## src/rtl/apb_master.sv

```systemverilog
`default_nettype none
// ============================================================================
// Module      : apb_master
// Description : APB requester. Converts one valid/ready command at a time into
//               an APB SETUP/ACCESS transfer, waits for pready (bounded by a
//               wait-state timeout) and returns read data or an abort flag on
//               a valid/ready response port.
// Revision    : 1.0 - initial release
// ============================================================================
module apb_master #(
  parameter int DATA_WD = 8,
  parameter int ADDR_WD = 8,
  parameter int TIMEOUT = 16
) (
  input  logic               clk,
  input  logic               rst_n,
  // command port
  input  logic               cmd_valid,
  output logic               cmd_ready,
  input  logic               cmd_write,
  input  logic [ADDR_WD-1:0] cmd_addr,
  input  logic [DATA_WD-1:0] cmd_wdata,
  // response port
  output logic               rsp_valid,
  input  logic               rsp_ready,
  output logic [DATA_WD-1:0] rsp_rdata,
  output logic               rsp_err,
  // APB requester interface
  output logic               psel,
  output logic               penable,
  output logic               pwrite,
  output logic [ADDR_WD-1:0] paddr,
  output logic [DATA_WD-1:0] pwdata,
  input  logic [DATA_WD-1:0] prdata,
  input  logic               pready
);

  // Counter only has to reach TIMEOUT-1; keep at least one bit so it exists
  // even when the timeout is disabled or trivially small.
  localparam int CNT_WD = (TIMEOUT > 1) ? $clog2(TIMEOUT) : 1;
  localparam logic [CNT_WD-1:0] C_CNT_LAST = CNT_WD'(TIMEOUT - 1);

  typedef enum logic [1:0] {
    ST_IDLE   = 2'd0,
    ST_SETUP  = 2'd1,
    ST_ACCESS = 2'd2,
    ST_RESP   = 2'd3
  } state_t;

  state_t              state_q;
  logic                psel_q;
  logic                penable_q;
  logic                pwrite_q;
  logic [ADDR_WD-1:0]  paddr_q;
  logic [DATA_WD-1:0]  pwdata_q;
  logic                rsp_valid_q;
  logic [DATA_WD-1:0]  rsp_rdata_q;
  logic                rsp_err_q;
  logic [CNT_WD-1:0]   wait_cnt_q;
  logic                timeout_hit;

  // Abort fires in the N-th consecutive ACCESS cycle without pready.
  assign timeout_hit = (TIMEOUT != 0) && (wait_cnt_q == C_CNT_LAST);

  // Only IDLE can take a command, so no command/response overlap is possible.
  assign cmd_ready = (state_q == ST_IDLE);

  assign psel      = psel_q;
  assign penable   = penable_q;
  assign pwrite    = pwrite_q;
  assign paddr     = paddr_q;
  assign pwdata    = pwdata_q;
  assign rsp_valid = rsp_valid_q;
  assign rsp_rdata = rsp_rdata_q;
  assign rsp_err   = rsp_err_q;

  // Transfer sequencer with all bus and response outputs registered.
  always_ff @(posedge clk) begin
    if (!rst_n) begin
      state_q     <= ST_IDLE;
      psel_q      <= 1'b0;
      penable_q   <= 1'b0;
      pwrite_q    <= 1'b0;
      paddr_q     <= '0;
      pwdata_q    <= '0;
      rsp_valid_q <= 1'b0;
      rsp_rdata_q <= '0;
      rsp_err_q   <= 1'b0;
      wait_cnt_q  <= '0;
    end else begin
      case (state_q)
        ST_IDLE: begin
          if (cmd_valid) begin
            // Address/control captured here stay frozen until the next accept.
            pwrite_q   <= cmd_write;
            paddr_q    <= cmd_addr;
            pwdata_q   <= cmd_wdata;
            psel_q     <= 1'b1;
            penable_q  <= 1'b0;
            wait_cnt_q <= '0;
            state_q    <= ST_SETUP;
          end else begin
            psel_q    <= 1'b0;
            penable_q <= 1'b0;
          end
        end

        ST_SETUP: begin
          penable_q <= 1'b1;
          state_q   <= ST_ACCESS;
        end

        ST_ACCESS: begin
          if (pready) begin
            // A ready slave wins even in the cycle the timeout would fire.
            psel_q      <= 1'b0;
            penable_q   <= 1'b0;
            rsp_valid_q <= 1'b1;
            rsp_err_q   <= 1'b0;
            rsp_rdata_q <= pwrite_q ? '0 : prdata;
            state_q     <= ST_RESP;
          end else begin
            wait_cnt_q <= wait_cnt_q + 1'b1;
            if (timeout_hit) begin
              psel_q      <= 1'b0;
              penable_q   <= 1'b0;
              rsp_valid_q <= 1'b1;
              rsp_err_q   <= 1'b1;
              rsp_rdata_q <= '0;
              state_q     <= ST_RESP;
            end
          end
        end

        ST_RESP: begin
          if (rsp_ready) begin
            rsp_valid_q <= 1'b0;
            state_q     <= ST_IDLE;
          end
        end

        default: begin
          state_q     <= ST_IDLE;
          psel_q      <= 1'b0;
          penable_q   <= 1'b0;
          rsp_valid_q <= 1'b0;
        end
      endcase
    end
  end

endmodule
`default_nettype wire

```

## config.mk

```make
export PLATFORM = sky130hd
export DESIGN_NAME = apb_master
export DESIGN_NICKNAME = d
export VERILOG_FILES = /design/src/rtl/apb_master.sv
export SDC_FILE = /design/constraint.sdc
export NUM_CORES = 1
export LEC_CHECK = 0
export ABC_AREA = 1
export BUFFER_PORTS_ARGS = -buffer_cell sky130_fd_sc_hd__clkbuf_2
export CORE_MARGIN = 10
export CORE_UTILIZATION = 47
export DETAILED_ROUTE_END_ITERATION = 10
export PLACE_DENSITY = 0.79
export SLEW_MARGIN = 0
export SYNTH_ARGS = -nofsm -noshare
export SYNTH_HDL_FRONTEND = slang
export SYNTH_SLANG_ARGS = --single-unit
```

## constraint.sdc

```tcl
create_clock -name clk -period 1.85 [get_ports clk]
set_input_delay 0.555 -clock clk [delete_from_list [all_inputs] [get_ports clk]]
set_output_delay 0.555 -clock clk [all_outputs]
set_load 0.05 [all_outputs]
```

---- Yosys cells after proc, flatten, opt, wreduce, memory -nomap -nowiden ----
Cells that the tools add are included.
word-level totals
  output and inout bits ................... 30
  logic and storage cells ................. 52
  register bits ........................... 35
  bits of input ports ..................... 30
cells by class
  reduce and logical (&&, ||, !) cells .... 12
  multiplexer cells ....................... 21
  add/subtract/negate cells ............... 1
  equal/unequal tests ..................... 8
operator list
  operator                                                         count
  8-bit 2-to-1 mux                                                 3
  3-bit AND reduction                                              3
  2-bit 2-to-1 mux                                                 4
  4-bit 2-to-1 mux                                                 2
  2-bit case mux with 4 select lines                               1
  4-bit case mux with 2 select lines                               1
  2-bit AND reduction                                              4
  1-bit 2-to-1 mux                                                 7
  2-bit inequality test, second input constant                     3
  2-bit nonzero test                                               3
  4-bit by 1-bit adder with 4-bit output, second input constant    1
  2-bit == test, second input constant                             2
  4-bit == test, second input constant                             1
  1-bit case mux with 2 select lines                               2
  3-bit inequality test, second input constant                     1
  1-bit case mux with 3 select lines                               1
  3-bit nonzero test                                               1
  2-bit by 1-bit == test with 1-bit output, second input constant  1
  2-bit zero test                                                  1

---- Depth between registers and ports, before layout ----
  depth after elaboration ................. 4
  mapped depth ............................ 9
  mapped depth without buffers ............ 9

---- Worst setup path before layout ----
No wires, ideal clock.
  path type ............................... register to register
  start ................................... register state_q[0]
  end ..................................... register pwrite_q, in the netlist pwrite
  arrival time ............................ 1606 ps
  setup slack ............................. 180 ps
  stages on the path, launching flop included .. 8
  path buffers ............................ 1
  required time ........................... 1785 ps
  library setup time ...................... 65 ps
  cell sequence ........................... dfxtp_1 > inv_1 > ha_1 > nand2_2 > inv_2 > buf_4 > nor2_1 > nor2_1
on the way
  cells in the longest elaborated chain, start to end .. 2
ends and longest elaborated chain
  item                                  line  text
  start: declaration                    50    state_t state_q;
  start signal: assignment              80    state_q <= ST_IDLE;
  start signal: assignment              101   state_q <= ST_SETUP;
  start signal: assignment              110   state_q <= ST_ACCESS;
  2-bit zero test                       n/a
  via cmd_ready                         19    output logic cmd_ready,
  2-bit AND reduction (no source line)  n/a
  end signal: assignment                95    pwrite_q <= cmd_write;
  end: declaration                      53    logic pwrite_q;
The timed path passes the listed nets, and every way through them passes these cells.
A chain may end at the register's enable or synchronous reset.

---- Worst setup path after layout ----
  start ................................... register state_q[0]
  end ..................................... output port cmd_ready
on the way
  cells in the longest elaborated chain, start to end .. 1
ends and longest elaborated chain
  item              line  text
  2-bit zero test   66    assign cmd_ready = (state_q == ST_IDLE);
  end: declaration  19
Every way passes these cells.

==> run_summary.xml <==
<?xml version="1.0" encoding="UTF-8"?>
<metrics>
  <group name="cells_and_area">
    <metric name="share_of_post_route_cells_with_drive_strength_above_1" unit="">0.2874</metric>
    <metric name="leading_cell_types_in_the_layout_fill_and_taps_excluded" unit="">clkbuf_2, nor2_1, nand2_1</metric>
    <metric name="nets" unit="">296</metric>
    <metric name="layout-area-overhead-vs-synth" unit="%">28.09</metric>
    <metric name="mostFrequentLayoutCell" unit="">clkbuf_2</metric>
    <metric name="antenna-diode-count" unit="">0</metric>
  </group>
  <group name="global_routing">
    <metric name="grt_pass1_vias" unit="">1247</metric>
    <metric name="largest_net_degree_at_the_start_of_global_routing" unit="">21</metric>
    <metric name="grtUsageTotal" unit="">0.1237</metric>
    <metric name="grt-ovfl-total" unit="">0</metric>
    <metric name="number_of_antenna_violations_at_the_first_check_in_global_routing" unit="">0</metric>
    <metric name="first_pass_grt_wire_length" unit="mm">5.382</metric>
  </group>
  <group name="critical_path">
    <metric name="timing.critical_path.to_type" unit="">output pin</metric>
    <metric name="worst_setup_path_start_kind" unit="">flop</metric>
    <metric name="timing.critical_path.required" unit="ps">1290</metric>
    <metric name="critical_path.max_fanout" unit="">5</metric>
    <metric name="critical_path_arrival" unit="ps">1190</metric>
    <metric name="classification_of_the_worst_setup_path" unit="">reg -&gt; out</metric>
    <metric name="ff2ff_path_depth" unit="">8</metric>
  </group>
  <group name="placement">
    <metric name="dpl.hpwl" unit="mm">2.747</metric>
    <metric name="gp_routability_congestion" unit="">0.8568</metric>
    <metric name="port-buffer-count" unit="">59</metric>
  </group>
  <group name="die">
    <metric name="floorplan.core_area" unit="sq mm">0.003003</metric>
    <metric name="placementRows" unit="">20</metric>
    <metric name="initial_core_util" unit="">0.4792</metric>
    <metric name="dieArea" unit="sq mm">0.005675</metric>
    <metric name="boundaryPins" unit="">60</metric>
    <metric name="fp.dieW" unit="um">75.33</metric>
    <metric name="dieHeight" unit="um">75.33</metric>
  </group>
  <group name="clocking">
    <metric name="inserted_clock_buffers" unit="">5</metric>
    <metric name="clock_latency" unit="ps">330</metric>
    <metric name="clock_tree.root_cell" unit="">clkbuf_4</metric>
    <metric name="ctsHoldBuffers" unit="">0</metric>
    <metric name="clk_path_buf_depth" unit="">2</metric>
    <metric name="cts.htree.levels" unit="">2</metric>
    <metric name="clk_pin_slew_worst_paths" unit="ps">100</metric>
    <metric name="cts_sinks" unit="">35</metric>
    <metric name="cts_tree" unit="">done</metric>
  </group>
  <group name="run_status">
    <metric name="status" unit="">finished clean</metric>
  </group>
  <group name="synth">
    <metric name="combinational_family_with_the_most_area_after_synthesis" unit="">simple AND/OR/NAND/NOR gates</metric>
    <metric name="ys_seq_area_frac" unit="">0.4870</metric>
    <metric name="synth.top_cell.area_share" unit="">0.4870</metric>
    <metric name="synth.area.mux_share" unit="">0</metric>
    <metric name="synth_fp_nets" unit="">233</metric>
    <metric name="synth_compound_gate_area_share" unit="">0.1183</metric>
    <metric name="synth_cells" unit="">197</metric>
    <metric name="synthXorXnorAreaFrac" unit="">0</metric>
    <metric name="synth_fa_ha_area_frac" unit="">0.05217</metric>
    <metric name="synthSimpleGateAreaFrac" unit="">0.2826</metric>
    <metric name="synthTopCellsByArea" unit="">dfxtp_1, nor2_1, nand2_1</metric>
    <metric name="post_synth_instance_area" unit="sq mm">0.001439</metric>
    <metric name="post_synth_num_cell_types" unit="">17</metric>
    <metric name="average_footprint_of_a_synthesized_cell" unit="sq um">7.304</metric>
    <metric name="yosysWarnings" unit="">0</metric>
    <metric name="synth_top_area_cell" unit="">dfxtp_1</metric>
    <metric name="ys_ff_latch" unit="">35</metric>
  </group>
  <group name="sta">
    <metric name="timing.final.crit_share" unit="">0.9447</metric>
    <metric name="relSlewSlack" unit="">0.6747</metric>
    <metric name="rsz0062_at_grt" unit="">no</metric>
    <metric name="final.min_clock_period" unit="ps">1748</metric>
    <metric name="finalSetupTns" unit="ps">0</metric>
    <metric name="max_freq" unit="MHz">572.2</metric>
    <metric name="worst_pin_slew" unit="ps">487.4</metric>
    <metric name="max_slew_violation_total_from_the_final_report" unit="">0</metric>
    <metric name="final-hold-violation-count" unit="">0</metric>
    <metric name="finClkSkew" unit="ps">9.471</metric>
    <metric name="setup_violations" unit="">0</metric>
  </group>
  <group name="detailed_routing">
    <metric name="routed_via_density" unit="">4.789</metric>
    <metric name="route.detailed.drc" unit="">0</metric>
    <metric name="post_drt_wl_per_cell" unit="um">12.09</metric>
    <metric name="postRouteWirelength" unit="mm">3.553</metric>
    <metric name="antenna_left" unit="">0</metric>
    <metric name="first_iter_violations" unit="">74</metric>
    <metric name="routed-via-count" unit="">1408</metric>
    <metric name="detail_route.first_pass.iterations" unit="">4</metric>
  </group>
  <group name="power_and_ir_drop">
    <metric name="leakagePower" unit="uW">0.0009133</metric>
    <metric name="power-per-cell-area" unit="mW/mm^2">1555</metric>
    <metric name="design_power" unit="uW">2866</metric>
    <metric name="maximum_vdd_ir_drop" unit="mV">0.8019</metric>
  </group>
  <group name="min_path">
    <metric name="timing.hold.worst_path_depth" unit="">3</metric>
    <metric name="worst_hold_path_type" unit="">in -&gt; reg</metric>
  </group>
  <group name="flow_run">
    <metric name="max_cap_viol_count" unit="">0</metric>
  </group>
</metrics>
## report_power, final
| group | switching [uW] | leakage, uW | internal, uW |
|---|---|---|---|
| clock | 242 | 0.0000282 | 146 |
| sequential | 95.0 | 0.000287 | 928 |
| combinational | 1060 | 0.000598 | 397 |
| total | 1400 | 0.000913 | 1470 |
## cells in the mapped netlist (all sizes together)
| library cell | count |
|---|---|
| dfxtp | 35 |
| inv | 17 |
| clkbuf | 3 |
| nor3 | 1 |
| nand3 | 6 |
| a21oi | 16 |
| ha | 6 |
| buf | 2 |
| nand4 | 3 |
| nand2 | 43 |
| o21ai | 18 |
| nor2 | 47 |
## area by class of cell
cell class | count | area, sq um
clock buffers | 6 | 41.29
clock inverters | 2 | 12.51
fillers | 291 | 1160
inverters | 17 | 63.81
multi-input cells | 140 | 664.4
flip-flops and latches | 35 | 700.7
well taps | 33 | 41.29
repair buffers | 61 | 319.1
## metal layers
| metal | global-route usage | vias to the layer above | share of wire |
|---|---|---|---|
| met4 | 0.07216 | 0 | 0.014 |
| met1 | 0.1255 | 600 | 0.41 |
| met3 | 0.05990 | 6 | 0.11 |
| li1 | - | 752 | - |
| met2 | 0.2030 | 50 | 0.47 |
| met5 | 0 | - | 0 |
## worst paths after layout
check | startpoint | to | slack, ps
max | state_q[0]$_SDFFE_PN0P_ | cmd_ready | 100
min | prdata[6] | rsp_rdata[6]$_SDFFE_PN0P_ | 440
max reg2reg | state_q[0]$_SDFFE_PN0P_ | wait_cnt_q[1]$_SDFFE_PN0P_ | 350
min reg2reg | rsp_valid$_SDFFE_PN0P_ | rsp_valid$_SDFFE_PN0P_ | 450
## logic make-up after synthesis
family / after synthesis
buf+inv: 22
flops: 35
simple gates: 100
compound gates: 34
fa+ha+maj: 6
## metrics by stage
stage / hold slack (ps) / worst slack (ps) / utilization / instance area, sq um / instances
global placement: 432.9 / 322.8 / 0.5888 / 1768 / 286
detailed placement: 438.8 / 278.1 / 0.5888 / 1768 / 286
global route: 418.8 / 7.760 / 0.6138 / 1843 / 294
CTS: 432.4 / 42.10 / 0.6104 / 1833 / 294
floorplan: 476.1 / 179.6 / - / 1439 / 197
finish: 443.3 / 102.2 / 0.6138 / 1843 / 294
## worst max-delay path, cell delays in order, from the launching register on
cell,delay (ps)
dfxtp_1,330
inv_1,150
ha_4,200
clkbuf_8,190
## registers in the layout, indices dropped and copies added (netlist names)
register,count
state_q,2
rsp_valid,1
pwrite,1
pwdata,8
penable,1
rsp_err,1
rsp_rdata,8
psel,1
paddr,8
wait_cnt_q,4
## what timing repair did
action                     CTS  global route
buffers inserted             0             0
setup endpoints to repair    1             1
resized for setup            3             1
gates cloned                 0             0
(Power assumes the default switching activity.)
